## config.mk

```make
export PLATFORM = sky130hd
export DESIGN_NAME = ccff_stream_loader
export DESIGN_NICKNAME = d
export VERILOG_FILES = /design/src/rtl/ccff_stream_loader.sv
export SDC_FILE = /design/constraint.sdc
export NUM_CORES = 1
export LEC_CHECK = 0
export BUFFER_PORTS_ARGS = -buffer_cell sky130_fd_sc_hd__buf_4
export CAP_MARGIN = 20
export CORE_ASPECT_RATIO = 1.4
export CORE_MARGIN = 10
export CORE_UTILIZATION = 63
export DETAILED_ROUTE_END_ITERATION = 6
export GPL_TIMING_DRIVEN = 0
export PLACE_DENSITY = 0.84
export SLEW_MARGIN = 5
export SYNTH_ARGS = -nofsm -noshare
export SYNTH_HDL_FRONTEND = slang
export SYNTH_SLANG_ARGS = --single-unit
```

## constraint.sdc

```tcl
create_clock -name prog_clock -period 4.45 [get_ports prog_clock]
set_input_delay 0.2225 -clock prog_clock [delete_from_list [all_inputs] [get_ports prog_clock]]
set_output_delay 0.2225 -clock prog_clock [all_outputs]
set_load 0.05 [all_outputs]
```

## src/rtl/ccff_stream_loader.sv

```systemverilog
// ccff_stream_loader: serializes bitstream words LSB-first onto the
// configuration chain head, preceded by a marker preamble. The marker comes
// back out of ccff_tail during the final shifts and is compared bit by bit,
// which checks chain length and continuity.
module ccff_stream_loader #(
  parameter int                  CHAIN_LEN = 64,
  parameter int                  WORD_W    = 8,
  parameter int                  MARKER_W  = 8,
  parameter logic [MARKER_W-1:0] MARKER    = 8'hA5
) (
  input  logic              prog_clock,
  input  logic              global_reset,
  input  logic              start,
  input  logic [WORD_W-1:0] cfg_data,
  input  logic              cfg_valid,
  output logic              cfg_ready,
  output logic              config_enable,
  output logic              ccff_head,
  input  logic              ccff_tail,
  output logic              busy,
  output logic              done,
  output logic              error
);

  localparam int TOT = CHAIN_LEN + MARKER_W;
  localparam int CW  = $clog2(TOT + 1);
  localparam int PW  = $clog2(CHAIN_LEN + 1);
  localparam int RW  = $clog2(WORD_W + 1);
  localparam int MW  = $clog2(MARKER_W + 1);

  typedef enum logic [1:0] {IDLE, MARK, DATA, FIN} state_t;

  state_t            state_q, state_d;
  logic [CW-1:0]     cnt_q, cnt_d;     // shift edges seen this load
  logic [MW-1:0]     mi_q, mi_d;       // marker bit currently presented
  logic [PW-1:0]     prem_q, prem_d;   // payload bits still to present
  logic [RW-1:0]     rem_q, rem_d;     // buffered bits still to present
  logic [WORD_W-1:0] buf_q, buf_d;
  logic              head_q, head_d;
  logic              en_q, en_d;
  logic              err_q, err_d;

  logic mark_last;
  logic feed;
  logic ready;
  logic accept;

  function automatic logic marker_bit(input logic [CW-1:0] idx);
    return |(MARKER & (MARKER_W'(1) << idx));
  endfunction

  // Next-state, serializer and marker self-check
  always_comb begin
    state_d = state_q;
    cnt_d   = cnt_q;
    mi_d    = mi_q;
    prem_d  = prem_q;
    rem_d   = rem_q;
    buf_d   = buf_q;
    head_d  = head_q;
    en_d    = 1'b0;
    err_d   = err_q;

    mark_last = (state_q == MARK) && (mi_q == MW'(MARKER_W - 1));
    // The first word is requested while the last marker bit is on the head,
    // so payload follows the preamble without a bubble.
    feed   = mark_last || ((state_q == DATA) && (prem_q != '0));
    ready  = feed && (rem_q == '0);
    accept = ready && cfg_valid;

    if (en_q) begin
      cnt_d = cnt_q + CW'(1);
      if ((cnt_q >= CW'(CHAIN_LEN)) && (cnt_q < CW'(TOT)) &&
          (ccff_tail != marker_bit(cnt_q - CW'(CHAIN_LEN)))) begin
        err_d = 1'b1;
      end
    end

    unique case (state_q)
      IDLE: begin
        if (start) begin
          state_d = MARK;
          err_d   = 1'b0;
          cnt_d   = '0;
          mi_d    = '0;
          prem_d  = PW'(CHAIN_LEN);
          rem_d   = '0;
          head_d  = MARKER[0];
          en_d    = 1'b1;
        end
      end
      MARK: begin
        if (!mark_last) begin
          mi_d   = mi_q + MW'(1);
          head_d = marker_bit(CW'(mi_q) + CW'(1));
          en_d   = 1'b1;
        end else begin
          state_d = DATA;
        end
      end
      DATA: begin
        if (prem_q == '0) begin
          state_d = FIN;
        end
      end
      FIN: begin
        state_d = IDLE;
      end
      default: state_d = IDLE;
    endcase

    if (feed) begin
      if (rem_q != '0) begin
        head_d = buf_q[0];
        buf_d  = buf_q >> 1;
        rem_d  = rem_q - RW'(1);
        prem_d = prem_q - PW'(1);
        en_d   = 1'b1;
      end else if (accept) begin
        head_d = cfg_data[0];
        buf_d  = cfg_data >> 1;
        // Bits of the final word beyond the chain length are never presented.
        if (32'(prem_q) < 32'(WORD_W)) begin
          rem_d = RW'(prem_q - PW'(1));
        end else begin
          rem_d = RW'(WORD_W - 1);
        end
        prem_d = prem_q - PW'(1);
        en_d   = 1'b1;
      end
    end
  end

  // State and datapath registers with synchronous active-low reset
  always_ff @(posedge prog_clock) begin
    if (!global_reset) begin
      state_q <= IDLE;
      cnt_q   <= '0;
      mi_q    <= '0;
      prem_q  <= '0;
      rem_q   <= '0;
      buf_q   <= '0;
      head_q  <= 1'b0;
      en_q    <= 1'b0;
      err_q   <= 1'b0;
    end else begin
      state_q <= state_d;
      cnt_q   <= cnt_d;
      mi_q    <= mi_d;
      prem_q  <= prem_d;
      rem_q   <= rem_d;
      buf_q   <= buf_d;
      head_q  <= head_d;
      en_q    <= en_d;
      err_q   <= err_d;
    end
  end

  assign cfg_ready     = ready;
  assign config_enable = en_q;
  assign ccff_head     = head_q;
  assign busy          = (state_q != IDLE);
  assign done          = (state_q == FIN);
  assign error         = err_q;

endmodule

```

==> reports/qor.csv, run 1 <==
metric,value,unit
outcome,completed,
setup_viol,0,
grtUsageMet3,4.90,%
grt_pass1_vias,1980,
worst_pin_slew,0.750,ns
route.antenna.remaining_nets,0,
grt_most_used_layer,met2,
critical_path_arrival,2.18,ns
async_reset_ff_share,0,%
cts_tree,done,
synth_edf_count,0,
grt-ovfl-total,0,
dp_hpwl,3640,um
total_power,1.09,mW
vias,1933,
power.density,467,nW/um^2
critPathMostFrequentCell,nor2_1,
avgSynthCellArea,8.38,sq um
hp-start,cfg_data[1],
crit_required,4.23,ns
dr.pass1.iters,4,
cts_buffers,5,
clk_pin_slew_worst_paths,0.07,ns
synth_seq_cells,34,
syn-cell-area,2040,sq um
drc,0,
hold_path_class,primary input to flop,
cts_num_sinks,34,
yosysWarnings,0,
pre_cts_ws,2.40,ns
finalCriticalPeriod,2.40,ns
drv_slew,0,
peakVddDrop,0.334,mV
cp_max_fo,8,
leakagePower,0.900,nW
antenna_found_initial,0,
finish.net_count,294,
setup_tns,0,ns
dp_cells,300,
slew_headroom,49.6,%
dieArea,5960,sq um
path_class,flop to output port,
final_core_util,74.7,%
root_buffer,clkbuf_8,
grt_start_max_net_pins,11,
stdcell_count,307,
rsz0062_at_grt,false,
use_met2,30.3,%
totalWireLength,4980,um
post_cts_resize_count,0,
drv_cap,0,
rows,24,
crit_path_top_delay_cell,a31oi_1,
drive_gt1_share,15.3,%
clk_path_buf_depth,2,
use_met1,19.5,%
worstPathCellList,inv_1 > ha_1 > a31oi_1 > nor2_1 > nor2_1 > buf_4,
startpoint_type,flop,
syn_nets,270,
finalHoldViolations,0,
die_x,68.1,um
gr-usage-all-layers,18.1,%
post_cts_buffers,0,
r2r-start,rem_q[0]$_SDFF_PN0_,
fin_ws,2.05,ns
max_stage_delay,0.54,ns
critPathLaunch,prem_q[0]$_SDFF_PN0_,
wl_per_cell,16.2,um
yosys_most_used_dff,dfxtp_1,
routed_via_density,6.30,
core,3120,sq um
die_h,87.4,um
grt_pass1_wl,8570,um
start_util,65.5,%
ys_seq_area_share,33.3,%
clkLatencyLatePin,0.29,ns
fmax,0.416,GHz
finalClockSkew,0.00514,ns
syn2layout_area_growth,14.1,%
antenna-diode-count,0,
fin_crit_sh,54.0,%
first_iter_violations,157,
port_buffers,17,
critPathCaptureType,output port,
gp_congestion,0.857,
synth_cell_types,53,
syn_inst,244,
htreeDepth,2,
hold_buffers,0,
pin_count,19,
cell usage in the layout, fill, tap and decap left out, drive strengths merged, types with 7 or more instances in the layout:
| cell type | netlist | layout |
|---|---|---|
| inv | 13 | 13 |
| ha | 13 | 13 |
| a21oi | 20 | 20 |
| nand4 | 9 | 9 |
| clkbuf | 5 | 11 |
| nand2 | 27 | 27 |
| a311oi | 7 | 7 |
| nor3 | 11 | 11 |
| dfxtp | 34 | 34 |
| buf | 5 | 22 |
| o21ai | 11 | 11 |
| o22ai | 7 | 7 |
| nor2 | 16 | 16 |
Yosys cell counts (2+ instances only):
| cell type | count | share of area, % |
|---|---|---|
| nor4_1 | 3 | 0.92 |
| o21a_1 | 2 | 0.73 |
| ha_1 | 13 | 8.0 |
| o221ai_1 | 3 | 1.3 |
| buf_2 | 4 | 0.98 |
| nand2b_1 | 2 | 0.61 |
| nor2b_1 | 2 | 0.61 |
| and4b_1 | 2 | 0.98 |
| nand2_1 | 26 | 4.8 |
| o22ai_1 | 7 | 2.1 |
| and3_1 | 4 | 1.2 |
| nor3_1 | 11 | 2.7 |
| xnor2_1 | 5 | 2.1 |
| o21ai_0 | 9 | 2.2 |
| a21oi_1 | 20 | 4.9 |
| o31ai_1 | 2 | 0.73 |
| nand4_1 | 9 | 2.8 |
| a31oi_1 | 3 | 0.92 |
| xor2_1 | 4 | 1.7 |
| a311oi_1 | 3 | 1.3 |
| nor2_1 | 16 | 2.9 |
| clkbuf_1 | 5 | 0.92 |
| inv_1 | 13 | 2.4 |
| nand3_1 | 5 | 1.2 |
| or3_1 | 6 | 1.8 |
| a311oi_2 | 4 | 2.9 |
| and2_1 | 2 | 0.61 |
| dfxtp_1 | 34 | 33 |
path summary, 6_finish.rpt:
kind | endpoint | depth (start not counted) | slack (ns)
worst max-delay path | cfg_ready | 6 | 2.05
worst min-delay path | buf_q[0]$_SDFFE_PN0P_ | 3 | 0.21
worst max register to register | prem_q[6]$_SDFF_PN0_ | 7 | 2.37
worst min register to register | buf_q[6]$_SDFFE_PN0P_ | 2 | 0.48
critical path, delay by kind of cell (launching register included):
family,cells,cell delay (ns)
adders and majority gates,1,0.25
buffers and inverters,2,0.31
and+or+nand+nor,2,0.36
AOI/OAI and AO/OA,1,0.54
DFF,1,0.42
report_power, final:
group          switching, mW  total, mW  internal (mW)
logic                  0.274      0.423          0.149
clock network          0.112      0.291          0.179
registers             0.0354      0.376          0.341
total                  0.421       1.09          0.669
registers in the layout (all words and copies together), names as in the netlist, 2 cells and up:
register  flops
prem_q        7
rem_q         4
mi_q          4
buf_q         7
state_q       2
cnt_q         7
cells by family (layout without fill, tap and decap cells):
logic type               count (synthesis)  after routing  synth area share, %
multiplexers                             1              1                0.490
buffers and inverters                   23             47                 4.84
XOR/XNOR                                 9              9                 3.86
flip-flops                              34             34                 33.3
adder cells (fa/ha/maj)                 13             13                 7.96
AO/OA/AOI/OAI                           63             63                 22.2
AND/OR/NAND/NOR                        101            101                 27.4
layer usage:
| layer | share of wire (%) | wire length (um) |
|---|---|---|
| met5 | 0 | 0 |
| met4 | 3.7 | 182 |
| met3 | 5.9 | 293 |
| met2 | 49 | 2460 |
| met1 | 41 | 2040 |
layout make-up:
class / count / area (sq um)
Multi-Input combinational cell: 187 / 1260
Tap cell: 39 / 48.8
Sequential cell: 34 / 681
Clock buffer: 6 / 82.6
Timing Repair Buffer: 17 / 128
Fill cell: 254 / 790
Inverter: 13 / 48.8
Buffer: 10 / 50.0
Clock inverter: 1 / 30.0
through the flow:
| step | hold slack (ns) | cell area [sq um] |
|---|---|---|
| 2_1_floorplan | 0.384 | 2040 |
| 3_3_place_gp | 0.455 | 2220 |
| 5_1_grt | 0.222 | 2330 |
| 4_1_cts | 0.208 | 2330 |
| 6_report | 0.213 | 2330 |
| 3_5_place_dp | 0.465 | 2220 |
Note: power is estimated with default switching activity, not from simulation.
==> run 2: changes to the inputs <==
--- a/config.mk
+++ b/config.mk
@@ -9,10 +9,10 @@
 export CAP_MARGIN = 20
 export CORE_ASPECT_RATIO = 1.4
 export CORE_MARGIN = 10
-export CORE_UTILIZATION = 63
+export CORE_UTILIZATION = 59
 export DETAILED_ROUTE_END_ITERATION = 6
 export GPL_TIMING_DRIVEN = 0
-export PLACE_DENSITY = 0.84
+export PLACE_DENSITY = 0.79
 export SLEW_MARGIN = 5
 export SYNTH_ARGS = -nofsm -noshare
 export SYNTH_HDL_FRONTEND = slang
==> constraint.sdc (replaced) <==
create_clock -name prog_clock -period 2.5 [get_ports prog_clock]
set_input_delay 0.125 -clock prog_clock [delete_from_list [all_inputs] [get_ports prog_clock]]
set_output_delay 0.125 -clock prog_clock [all_outputs]
set_load 0.05 [all_outputs]
==> run 2 against run 1 <==
Flip-flop and latch count did not move. Worst hold slack lost 0.094 ns. Largest cell class unchanged. First-iteration DRC count down 54%. Critical path depth unchanged.
==> reports/qor.csv, run 2 (same netlist as run 1, synthesis figures left out) <==
metric,value,unit
reg.largest.list,"buf_q x7, cnt_q x7, prem_q x7",
clk_pin_slew_worst_paths,0.06,ns
hold_buffers,0,
pin_count,19,
finalHoldViolations,0,
dp_cells,301,
critical_path_arrival,2.13,ns
hold_path_class,primary input to flop,
totalWireLength,4990,um
setup_viol,0,
rsz0062_at_grt,false,
antenna_found_initial,0,
final_core_util,69.8,%
cp_max_fo,8,
dp_hpwl,3600,um
critPathLaunch,prem_q[0]$_SDFF_PN0_,
final_common_cell,dfxtp_1,
drive_gt1_share,15.3,%
total_power,1.94,mW
grt_pass1_vias,1880,
rows,25,
fill_cells,283,
critPathCaptureType,output port,
finalClockSkew,0.00540,ns
routed_via_density,6.31,
wl_per_cell,16.2,um
r2r_end,prem_q[6]$_SDFF_PN0_,
crit_required,2.38,ns
drv_cap,0,
root_buffer,clkbuf_8,
cts_tree,done,
worstRegToRegCells,7,
leakagePower,0.900,nW
hold_depth,3,
hp-start,cfg_data[1],
worst_hold_path.endpoint,buf_q[0]$_SDFFE_PN0P_,
worst_pin_slew,0.770,ns
cts_num_sinks,34,
r2r_slack,0.40,ns
outcome,completed,
pre_cts_ws,0.442,ns
grt-ovfl-total,0,
final_cell_mix,"34 x dfxtp_1, 26 x nand2_1, 20 x a21oi_1",
power.density,830,nW/um^2
gr-usage-all-layers,16.1,%
r2r-start,rem_q[0]$_SDFF_PN0_,
grt_pass1_wl,8420,um
route.antenna.remaining_nets,0,
dieArea,6250,sq um
syn2layout_area_growth,14.2,%
dr.pass1.iters,4,
first_iter_violations,72,
die_x,69.8,um
path_class,flop to output port,
clk_path_buf_depth,2,
fin_ws,0.243,ns
post_cts_resize_count,0,
drv_slew,0,
fmax,0.443,GHz
htreeDepth,2,
grt_start_max_net_pins,11,
die_h,89.7,um
clkLatencyLatePin,0.29,ns
finalCriticalPeriod,2.26,ns
slew_headroom,48.2,%
antenna-diode-count,0,
stdcell_count,308,
startpoint_type,flop,
fin_crit_sh,90.3,%
setup_tns,0,ns
start_util,61.1,%
finish.net_count,294,
drc,0,
vias,1944,
cts_buffers,5,
port_buffers,17,
gp_congestion,0.813,
core,3350,sq um
peakVddDrop,0.726,mV
post_cts_buffers,0,
==> run 2: cell counts in the layout (fill, tap and decap cells not counted) <==
Identical to the previous run, type by type.
==> run 2: area by class of cell <==
cell class                      count  area (sq um)  share of cell area, %
Multi-Input combinational cell    187          1260                   54.2
Sequential cell                    34           681                   29.2
Timing Repair Buffer               17           128                   5.47
Clock buffer                        6          82.6                   3.54
Buffer                             10          50.0                   2.14
Tap cell                           40          50.0                   2.14
Inverter                           13          48.8                   2.09
Clock inverter                      1          30.0                   1.29
==> run 2: power by group <==
group	internal [mW]	switching (mW)
registers	0.607	0.0635
clock network	0.319	0.194
logic	0.265	0.490
total	1.19	0.747
==> run 2: worst max-delay path: stages (launching register included) <==
cell and delay [ns]:
dfxtp_1 0.40, inv_1 0.10, ha_1 0.24, a31oi_1 0.57, nor2_1 0.20, nor2_1 0.13
buf_4 0.21
==> run 2: how the worst max path moves through the flow <==
stage / endpoint
floorplan: cfg_ready
CTS: cfg_ready
global placement: prem_q[6]$_SDFF_PN0_
finish: cfg_ready
detailed placement: prem_q[6]$_SDFF_PN0_
global route: cfg_ready
==> run 2: routing by layer <==
metal | vias to the layer above | global-route usage, % | part of all wire, % | routed length [um]
met1 | 922 | 16.9 | 44 | 2190
met3 | 12 | 3.85 | 3.8 | 190
met2 | 55 | 29.4 | 50 | 2470
li1 | 955 | - | - | -
met5 | - | 0 | 0 | 0
met4 | 0 | 8.27 | 2.6 | 132
==> run 2: metrics by stage <==
step | hold slack (ns) | area [sq um]
2_1_floorplan | 0.286 | 2040
3_3_place_gp | 0.414 | 2220
3_5_place_dp | 0.415 | 2220
4_1_cts | 0.115 | 2330
5_1_grt | 0.124 | 2330
6_report | 0.119 | 2330
==> run 3: changes to the inputs <==
--- a/config.mk
+++ b/config.mk
@@ -8,10 +8,9 @@
 export BUFFER_PORTS_ARGS = -buffer_cell sky130_fd_sc_hd__buf_4
 export CAP_MARGIN = 20
 export CORE_ASPECT_RATIO = 1.4
-export CORE_MARGIN = 10
+export CORE_MARGIN = 3
 export CORE_UTILIZATION = 59
 export DETAILED_ROUTE_END_ITERATION = 6
-export GPL_TIMING_DRIVEN = 0
 export PLACE_DENSITY = 0.79
 export SLEW_MARGIN = 5
 export SYNTH_ARGS = -nofsm -noshare
==> run 3 against run 2 <==
Combinational power down 4.8%. Largest cell class unchanged. Fmax up 3.7%. Wire length down 4.6%. Sequential share of layout area up 0.32 points. First-iteration DRC count down 6.9%. Final cell count down 1.9%. Count of clock-buffer cells in the layout down 1.
==> reports/qor.csv, run 3 (same netlist as run 1, synthesis figures left out) <==
metric,value,unit
outcome,completed,
cts_buffers,5,
die_h,75.7,um
fmax,0.459,GHz
start_util,63.6,%
worst_pin_slew,0.647,ns
crit_required,2.38,ns
route.antenna.remaining_nets,0,
r2r_slack,0.38,ns
wl_per_cell,15.8,um
drv_cap,0,
slew_headroom,56.4,%
finish.net_count,288,
leakagePower,0.891,nW
drc,0,
startpoint_type,flop,
pin_count,19,
max_stage_delay,0.39,ns
dr.pass1.iters,4,
grt_start_max_net_pins,19,
cts_tree,done,
peakVddDrop,0.704,mV
hold_buffers,0,
stdcell_count,302,
die_x,55.8,um
gr-usage-all-layers,24.0,%
first_iter_violations,67,
grt_pass1_vias,1805,
post_cts_resize_count,0,
routed_via_density,6.42,
worstPathCellList,inv_1 > ha_1 > and4b_1 > buf_4 > nor2_1 > nor2_1 > buf_4,
htreeDepth,2,
dieArea,4220,sq um
vias,1939,
antenna-diode-count,0,
hold_depth,3,
clkLatencyLatePin,0.29,ns
clk_pin_slew_worst_paths,0.07,ns
port_buffers,18,
post_cts_buffers,0,
grt_pass1_wl,7980,um
path_depth,7,
finalCriticalPeriod,2.18,ns
finalClockSkew,0.00508,ns
setup_viol,0,
root_buffer,clkbuf_8,
reg.largest.list,"buf_q x7, cnt_q x7, prem_q x7",
r2r_end,rem_q[2]$_SDFF_PN0_,
drv_slew,0,
cp_max_fo,11,
crit_path_top_delay_cell,dfxtp_1,
rows,24,
rsz0062_at_grt,false,
syn2layout_area_growth,13.0,%
worstRegToRegCells,6,
finalHoldViolations,0,
final_common_cell,dfxtp_1,
final_cell_mix,"34 x dfxtp_1, 26 x nand2_1, 21 x buf_4",
worst_hold_path.endpoint,buf_q[5]$_SDFFE_PN0P_,
worst-path-buf-inv,3,
crit_family,simple AND/OR/NAND/NOR gates,
grt-ovfl-total,0,
core,3210,sq um
totalWireLength,4760,um
antenna_found_initial,0,
setup_tns,0,ns
fin_crit_sh,87.1,%
dp_cells,294,
critical_path_arrival,2.05,ns
clk_path_buf_depth,2,
power.density,821,nW/um^2
hp-start,cfg_data[6],
final_core_util,71.9,%
path_class,flop to output port,
hold_path_class,primary input to flop,
dp_hpwl,3360,um
r2r-start,rem_q[0]$_SDFF_PN0_,
critPathCaptureType,output port,
cts_num_sinks,34,
drive_gt1_share,15.6,%
gp_congestion,0.907,
run 3: report_power, final:
part           internal [mW]  total (mW)  switching, mW  leakage [nW]
Combinational          0.258       0.720          0.462         0.558
Clock                  0.293       0.498          0.205        0.0579
Sequential             0.607       0.680         0.0727         0.275
Total                   1.16        1.90          0.740         0.891
run 3: tightest hold or removal path: stages:
cell      delay, ns
buf_4          0.11
nand2_1        0.04
a311oi_1       0.07
run 3: cell type report:
class / instances / area (sq um)
clock buffer: 5 / 68.8
clock inverter: 3 / 40.0
fill: 278 / 903
inverter: 13 / 48.8
multi-input combinational: 187 / 1260
sequential: 34 / 681
tap: 39 / 48.8
timing repair buffer: 21 / 158
run 3: worst max path at each step:
stage | slack [ns] | start | end
global placement | 0.49 | rem_q[0]$_SDFF_PN0_ | rem_q[2]$_SDFF_PN0_
global route | 0.15 | state_q[1]$_SDFFE_PN0P_ | cfg_ready
finish | 0.32 | state_q[1]$_SDFFE_PN0P_ | cfg_ready
detailed placement | 0.44 | rem_q[0]$_SDFF_PN0_ | rem_q[2]$_SDFF_PN0_
floorplan | 0.56 | prem_q[0]$_SDFF_PN0_ | cfg_ready
CTS | 0.33 | state_q[1]$_SDFFE_PN0P_ | cfg_ready
run 3: metal layers:
metal / GRT usage, % / share of wire (%) / vias to the layer above
met3: 5.25 / 4.7 / 18
met1: 27.9 / 42 / 930
li1: - / - / 938
met2: 42.9 / 51 / 53
met5: 0 / 0 / -
met4: 10.3 / 2.8 / 0
run 3: stage by stage:
stage               hold WS [ns]  setup WS [ns]  power, mW  area [sq um]
floorplan                  0.286          0.563       1.23          2040
global placement           0.414          0.495       1.40          2200
detailed placement         0.417          0.444       1.40          2200
CTS                        0.112          0.328       1.90          2310
global route               0.118          0.146       2.01          2310
finish                     0.114          0.323       1.90          2310
